**src/rtl/pipe_pkg.sv**
```systemverilog
// rtl/pipe_pkg.sv - shared encodings, width and EX/MEM entry layout for the pipeline
package pipe_pkg;

    localparam int WIDTH = 16;

    typedef enum logic [3:0] {
        ALU_ADD   = 4'd0,
        ALU_SUB   = 4'd1,
        ALU_XOR   = 4'd2,
        ALU_ANDN  = 4'd3,
        ALU_ROL   = 4'd4,
        ALU_SLL   = 4'd5,
        ALU_ROR   = 4'd6,
        ALU_SRL   = 4'd7,
        ALU_PASSB = 4'd8
    } alu_op_e;

    typedef enum logic [1:0] {
        SET_SEQ = 2'd0,
        SET_SLT = 2'd1,
        SET_SLE = 2'd2,
        SET_SCO = 2'd3
    } set_op_e;

    typedef enum logic [2:0] {
        BR_NONE = 3'd0,
        BR_BEQZ = 3'd1,
        BR_BNEZ = 3'd2,
        BR_BLTZ = 3'd3,
        BR_BGEZ = 3'd4,
        BR_JREG = 3'd5
    } br_op_e;

    typedef struct packed {
        logic [WIDTH-1:0] alu_out;
        logic [WIDTH-1:0] set_val;
        logic [WIDTH-1:0] reg1_data;
        logic [WIDTH-1:0] reg2_data;
        logic [WIDTH-1:0] next_pc;
        logic [WIDTH-1:0] instr;
        logic             mem_wrt;
        logic             mem_en;
        logic             reg_wrt;
        logic             halt;
        logic             valid;
        logic [2:0]       reg_wrt_src;
        logic [2:0]       write_reg;
        logic             branch_taken;
        logic [WIDTH-1:0] branch_target;
        logic             err;
    } exmem_t;

    // An empty slot: every control bit low, data don't-care (zeroed here).
    localparam exmem_t EXMEM_BUBBLE = '0;

endpackage

```
**src/rtl/alu16.sv**
```systemverilog
// rtl/alu16.sv - combinational ALU with set-compare and illegal-opcode flag
module alu16
    import pipe_pkg::*;
(
    input  logic [WIDTH-1:0] a,
    input  logic [WIDTH-1:0] b,
    input  logic [3:0]       alu_op,
    input  logic [1:0]       set_op,
    output logic [WIDTH-1:0] result,
    output logic [WIDTH-1:0] set_val,
    output logic             illegal
);

    logic [3:0]         amt;
    logic [WIDTH:0]     sum17;
    logic [2*WIDTH-1:0] rol_w;
    logic [2*WIDTH-1:0] ror_w;

    assign amt   = b[3:0];
    assign sum17 = {1'b0, a} + {1'b0, b};
    // Rotates shift a doubled copy so the wrapped bits fall into the kept half.
    assign rol_w = {a, a} << amt;
    assign ror_w = {a, a} >> amt;

    // Arithmetic/logic result selection; unused codes flag illegal.
    always_comb begin
        result  = '0;
        illegal = 1'b0;
        case (alu_op)
            ALU_ADD:   result = sum17[WIDTH-1:0];
            ALU_SUB:   result = b - a;
            ALU_XOR:   result = a ^ b;
            ALU_ANDN:  result = a & ~b;
            ALU_ROL:   result = rol_w[2*WIDTH-1:WIDTH];
            ALU_SLL:   result = a << amt;
            ALU_ROR:   result = ror_w[WIDTH-1:0];
            ALU_SRL:   result = a >> amt;
            ALU_PASSB: result = b;
            default:   illegal = 1'b1;
        endcase
    end

    // Set-compare produces a 0/1 value in the low bit.
    always_comb begin
        set_val = '0;
        case (set_op)
            SET_SEQ: set_val[0] = (a == b);
            SET_SLT: set_val[0] = ($signed(a) < $signed(b));
            SET_SLE: set_val[0] = ($signed(a) <= $signed(b));
            default: set_val[0] = sum17[WIDTH];
        endcase
    end

endmodule

```
**src/rtl/execute_stage.sv**
```systemverilog
// rtl/execute_stage.sv - execute stage with EX/MEM register; EXECUTE_STAGE_FWD_EN adds operand forwarding
module execute_stage
    import pipe_pkg::*;
#(
    parameter int WIDTH = pipe_pkg::WIDTH
) (
    input  logic             clk,
    input  logic             rst,
    input  logic             inValid,
    input  logic [WIDTH-1:0] instr,
    input  logic [WIDTH-1:0] nextPcIn,
    input  logic [WIDTH-1:0] reg1Data,
    input  logic [WIDTH-1:0] reg2Data,
    input  logic [WIDTH-1:0] immVal,
    input  logic             aluSrc,
    input  logic [3:0]       aluOp,
    input  logic [1:0]       setOp,
    input  logic [2:0]       brOp,
    input  logic             memWrtIn,
    input  logic             memEnIn,
    input  logic             regWrtIn,
    input  logic             haltIn,
    input  logic [2:0]       regWrtSrcIn,
    input  logic [2:0]       writeRegIn,
    input  logic             stall,
    output logic [WIDTH-1:0] aluOut,
    output logic [WIDTH-1:0] setVal,
    output logic [WIDTH-1:0] reg1DataOut,
    output logic [WIDTH-1:0] reg2DataOut,
    output logic [WIDTH-1:0] nextPc,
    output logic [WIDTH-1:0] instrOut,
    output logic             memWrt,
    output logic             memEn,
    output logic             regWrt,
    output logic             halt,
    output logic             valid,
    output logic [2:0]       regWrtSrc,
    output logic [2:0]       writeReg,
    output logic             branchTaken,
    output logic [WIDTH-1:0] branchTarget,
    output logic             err
`ifdef EXECUTE_STAGE_FWD_EN
    ,
    input  logic             memFwdWrt,
    input  logic [2:0]       memFwdReg,
    input  logic [WIDTH-1:0] memFwdData,
    input  logic             wbFwdWrt,
    input  logic [2:0]       wbFwdReg,
    input  logic [WIDTH-1:0] wbFwdData,
    input  logic [2:0]       srcRegA,
    input  logic [2:0]       srcRegB
`endif
);

    logic [WIDTH-1:0] op_a;
    logic [WIDTH-1:0] reg2_fwd;
    logic [WIDTH-1:0] op_b;
    logic [WIDTH-1:0] alu_result;
    logic [WIDTH-1:0] set_result;
    logic             alu_illegal;
    logic             br_cond;
    logic             br_illegal;
    logic [WIDTH-1:0] br_target;
    exmem_t           d;
    exmem_t           q;

`ifdef EXECUTE_STAGE_FWD_EN
    // The younger EX/MEM result wins over the older MEM/WB result.
    always_comb begin
        op_a = reg1Data;
        if (memFwdWrt && (memFwdReg == srcRegA))
            op_a = memFwdData;
        else if (wbFwdWrt && (wbFwdReg == srcRegA))
            op_a = wbFwdData;
    end

    // Same priority for the B register operand, which also feeds store data.
    always_comb begin
        reg2_fwd = reg2Data;
        if (memFwdWrt && (memFwdReg == srcRegB))
            reg2_fwd = memFwdData;
        else if (wbFwdWrt && (wbFwdReg == srcRegB))
            reg2_fwd = wbFwdData;
    end
`else
    assign op_a     = reg1Data;
    assign reg2_fwd = reg2Data;
`endif

    assign op_b = aluSrc ? immVal : reg2_fwd;

    alu16 u_alu (
        .a       (op_a),
        .b       (op_b),
        .alu_op  (aluOp),
        .set_op  (setOp),
        .result  (alu_result),
        .set_val (set_result),
        .illegal (alu_illegal)
    );

    // Branch condition and target; register jumps are relative to A.
    always_comb begin
        br_cond    = 1'b0;
        br_illegal = 1'b0;
        br_target  = nextPcIn + immVal;
        case (brOp)
            BR_NONE: br_cond = 1'b0;
            BR_BEQZ: br_cond = (op_a == '0);
            BR_BNEZ: br_cond = (op_a != '0);
            BR_BLTZ: br_cond = op_a[WIDTH-1];
            BR_BGEZ: br_cond = ~op_a[WIDTH-1];
            BR_JREG: begin
                br_cond   = 1'b1;
                br_target = op_a + immVal;
            end
            default: br_illegal = 1'b1;
        endcase
    end

    // Assemble the entry a real instruction would write into EX/MEM.
    always_comb begin
        d               = EXMEM_BUBBLE;
        d.alu_out       = alu_result;
        d.set_val       = set_result;
        d.reg1_data     = op_a;
        d.reg2_data     = reg2_fwd;
        d.next_pc       = nextPcIn;
        d.instr         = instr;
        d.mem_wrt       = memWrtIn;
        d.mem_en        = memEnIn;
        d.reg_wrt       = regWrtIn;
        d.err           = alu_illegal | br_illegal;
        d.halt          = haltIn | alu_illegal | br_illegal;
        d.valid         = 1'b1;
        d.reg_wrt_src   = regWrtSrcIn;
        d.write_reg     = writeRegIn;
        d.branch_taken  = br_cond;
        d.branch_target = br_target;
    end

    // EX/MEM register: stall holds; a taken branch squashes the next slot.
    always_ff @(posedge clk or posedge rst) begin
        if (rst)
            q <= EXMEM_BUBBLE;
        else if (!stall) begin
            if (q.branch_taken || !inValid)
                q <= EXMEM_BUBBLE;
            else
                q <= d;
        end
    end

    assign aluOut       = q.alu_out;
    assign setVal       = q.set_val;
    assign reg1DataOut  = q.reg1_data;
    assign reg2DataOut  = q.reg2_data;
    assign nextPc       = q.next_pc;
    assign instrOut     = q.instr;
    assign memWrt       = q.mem_wrt;
    assign memEn        = q.mem_en;
    assign regWrt       = q.reg_wrt;
    assign halt         = q.halt;
    assign valid        = q.valid;
    assign regWrtSrc    = q.reg_wrt_src;
    assign writeReg     = q.write_reg;
    assign branchTaken  = q.branch_taken;
    assign branchTarget = q.branch_target;
    assign err          = q.err;

endmodule

```
**config.mk**
```make
export PLATFORM = sky130hd
export DESIGN_NAME = execute_stage
export DESIGN_NICKNAME = d
export VERILOG_FILES = /design/src/rtl/pipe_pkg.sv /design/src/rtl/alu16.sv /design/src/rtl/execute_stage.sv
export SDC_FILE = /design/constraint.sdc
export NUM_CORES = 1
export LEC_CHECK = 0
export ABC_AREA = 1
export ABC_CLOCK_PERIOD_IN_PS = 3500
export BUFFER_PORTS_ARGS = -buffer_cell sky130_fd_sc_hd__buf_2
export CAP_MARGIN = 20
export CORE_MARGIN = 2
export CORE_UTILIZATION = 41
export DETAILED_ROUTE_END_ITERATION = 7
export PLACE_DENSITY = 0.74
export SLEW_MARGIN = 20
export SYNTH_ARGS = -nofsm -noshare
export SYNTH_HDL_FRONTEND = slang
export SYNTH_SLANG_ARGS = --single-unit
export TNS_END_PERCENT = 20
```
**constraint.sdc**
```tcl
create_clock -name clk -period 3.5 [get_ports clk]
set_input_delay 0.525 -clock clk [delete_from_list [all_inputs] [get_ports clk]]
set_output_delay 0.525 -clock clk [all_outputs]
set_load 0.02 [all_outputs]
```
==> metrics <==
status completed; TritonRoute pass-1 iters 8; Worst-path clk slew 0.08 ns; vias per cell around 5.7; Worst Reg-to-Reg Cells 5; crit start category input pin; setup bufs post-CTS 0; Clock Power Share 25.5%; P&R area growth vs syn 17.6%; DRC 0; global-route wire length before repair slightly below 60 mm; GP Congestion about 1.1; switching share of power 42.0%; DP HPWL ~30 mm; CP max stage cell fa_1; Fill cells approximately 2,400; Met2 Wirelength between 15 and 20 mm; Worst R2R Start branchTaken; commonest non-fill, non-tap cells in the layout nand2_1 (439), nand3_1 (229), buf_2 (212), inv_1 (117), dfrtp_1 (110); YS warnings 0; Met3 Routed Length 4.23 mm; Hold WC Path Type input pin to asynchronous set/reset pin; pre-CTS setup slack ~0.37 ns; # H-tree levels 3; CTS max path bufs 2; Avg Cell Area, Syn about 6.6 µm²; num ports roughly 230; Async SR Flop Fraction 100%; Final setup viols 0; Critical Path AT between 3 and 4 ns; gr usage total a little under a third; switching power total between 0.0015 and 0.002 W; CP peak stage delay about 0.4 ns; Synth Flop Type dfrtp_1; vias in the first global route ~10,000; Detailed Route WL between 30 and 40 mm; FF-to-FF End regWrtSrc[0]; Port Buffer Count approximately 210; EDFF count, synth 0; leakage power around 6.3 nW; Final Power about 0.0042 W; Layout Skew ~0.0080 ns; Fmax ~0.35 GHz; CTS tree built; Die X about 160 µm; count of final hold-check violations 0; worst-path fanout max 9; register area share after synthesis between 20 and 30%; Max Slew Vio Count 0; mapped cell area roughly 9600 µm²; WL met1 roughly 16 mm; clk sinks 110; share of layout cells above drive strength 1 between 10% and 20%; DRT antenna net count 0; post_cts resized 0; worst path required time roughly 3.8 ns; VDD IR max 0.223 mV; largest net degree at the start of global routing 93; final period utilization 80.8%; starting density of the core 41.5%; Reg power frac a little over a third; final setup margin about 0.67 ns; measured slew at the worst slew-check pin around 0.95 ns; DR WL/cell around 20 µm; vias between 10,000 and 15,000; Die H approximately 160 µm; post-synth cell types 46; Rows 56; max_cap viols 0; total grt overflow 0; CTS Buf Count 9; die footprint 24,800 µm²; Hold Slack roughly 0.31 ns; Top Layer Used met5; PwrDens ~370 nW/µm²; Post-Synthesis Cells 1,462; Most common cell on crit path nand2_1; Critical Path Sink Type flop; crit path cell chain buf_2, inv_1, nor2_1, nand2_1, o21ai_0, ha_1, inv_1, fa_1, o21ai_0, a21oi_1, o21bai_1, nand3_1, nand2_1, nand2_1, nand2_1, o21ai_0; core area roughly 23,000 µm²; Final #Nets 1,829; worst skew pair latency between 0.3 and 0.4 ns; Period minus WS final about 2.8 ns; Logic pwr share between 30% and 40%; Rel. slew slack 36.8%; DRT iter0 DRCs about 1,300; setup_tns 0 ns; Reg2Reg Setup Slack approximately 1.5 ns; unrepaired setup endpoints after global routing false; P_int about 0.0024 W; Root Driver clkbuf_16; initial antenna violation count 2; Synth Register Bits 110; commonest non-fill, non-tap cell in the layout nand2_1; CTS Hold Buffers Added 0; crit path kind input pin to flop
critical path: cells and delay by family:
kind,cells,cell delay (ns)
buffers and inverters,3,0.23
and+or+nand+nor,6,0.60
AOI/OAI and AO/OA,5,1.13
adders and majority gates,2,0.61
metrics by stage:
step	area (µm²)	util, %	instances
finish	11300	48.8	1982
global route	11300	48.8	1982
CTS	11300	48.8	1981
detailed placement	11000	47.5	1965
global placement	11000	47.5	1965
floorplan	9700	-	1476
flip-flops by register name, summed over array words and instances (netlist names):
register,cells
aluOut,16
regWrtSrc,3
err,1
branchTarget,16
reg2DataOut,16
instrOut,16
memEn,1
halt,1
memWrt,1
writeReg,3
nextPc,16
valid,1
regWrt,1
branchTaken,1
setVal,1
reg1DataOut,16
power by group through the flow:
stage / sequential, W / clock (W) / combinational, W
2_1_floorplan: 0.00161 / 0 / 0.000926
5_1_grt: 0.00146 / 0.00111 / 0.00181
6_report: 0.00144 / 0.00106 / 0.00165
3_3_place_gp: 0.00147 / 0 / 0.00161
3_5_place_dp: 0.00147 / 0 / 0.00161
4_1_cts: 0.00144 / 0.00107 / 0.00162
worst max-delay path by stage:
stage	slack, ns	endpoint	from	cells past startpoint
final	0.67	branchTarget[12]	brOp[2]	16
after global routing	0.41	branchTarget[12]	brOp[2]	15
after CTS	0.75	aluOut[14]	aluSrc	19
after detailed placement	0.37	aluOut[14]	aluSrc	19
after global placement	0.38	aluOut[14]	aluSrc	18
after floorplan	0.07	aluOut[0]	rst	1
cell type report:
class,instances,area [µm²],area share [%]
flip-flops and latches,110,2750,24.3
inverters,129,487,4.29
diodes,1,2.50,0.0221
clock buffers,9,225,1.98
multi-input cells,1157,6040,53.2
clock inverters,7,72.6,0.639
well taps,319,399,3.52
repair buffers,250,1370,12.1
Yosys cell counts, types with 2 or more instances:
| cell type | instances | area share, % |
|---|---|---|
| a21o_1 | 6 | 0.47 |
| a21oi_1 | 76 | 3.9 |
| a22o_1 | 42 | 3.8 |
| a31oi_1 | 2 | 0.13 |
| buf_1 | 5 | 0.19 |
| buf_2 | 22 | 1.1 |
| buf_4 | 18 | 1.4 |
| buf_6 | 4 | 0.47 |
| clkbuf_1 | 31 | 1.2 |
| dfrtp_1 | 110 | 29 |
| fa_1 | 3 | 0.62 |
| ha_1 | 65 | 8.4 |
| inv_1 | 118 | 4.6 |
| inv_2 | 11 | 0.43 |
| nand2_1 | 439 | 17 |
| nand2_2 | 3 | 0.19 |
| nand2_4 | 2 | 0.23 |
| nand3_1 | 229 | 12 |
| nand3b_1 | 2 | 0.16 |
| nand4_1 | 14 | 0.91 |
| nor2_1 | 76 | 3.0 |
| nor2_2 | 3 | 0.19 |
| nor3_1 | 11 | 0.57 |
| nor3_2 | 3 | 0.31 |
| nor4_1 | 3 | 0.19 |
| o211ai_1 | 7 | 0.54 |
| o21a_1 | 9 | 0.70 |
| o21ai_0 | 85 | 4.4 |
| o21ai_1 | 19 | 0.99 |
| o21ai_2 | 2 | 0.18 |
| o21bai_1 | 6 | 0.47 |
| o221ai_1 | 2 | 0.18 |
| o22ai_1 | 3 | 0.19 |
| o31ai_1 | 3 | 0.23 |
| or2_2 | 14 | 0.91 |
| xor2_1 | 4 | 0.36 |
cell families (layout without fill, tap and decap cells):
group / Yosys count / count (layout) / share of synthesized area, %
flops: 110 / 110 / 28.5
xor+xnor: 4 / 4 / 0.363
buf+inv: 209 / 395 / 9.43
other cells: 1 / 16 / 0.0389
compound gates: 267 / 267 / 16.7
simple gates: 803 / 803 / 35.9
fa+ha+maj: 68 / 68 / 9.05
layer usage:
layer / GRT usage, % / up-vias
met5: 0 / -
li1: - / 5261
met2: 45.2 / 696
met1: 41.2 / 5168
met4: 16.5 / 2
met3: 7.27 / 126
(Power assumes the default switching activity.)
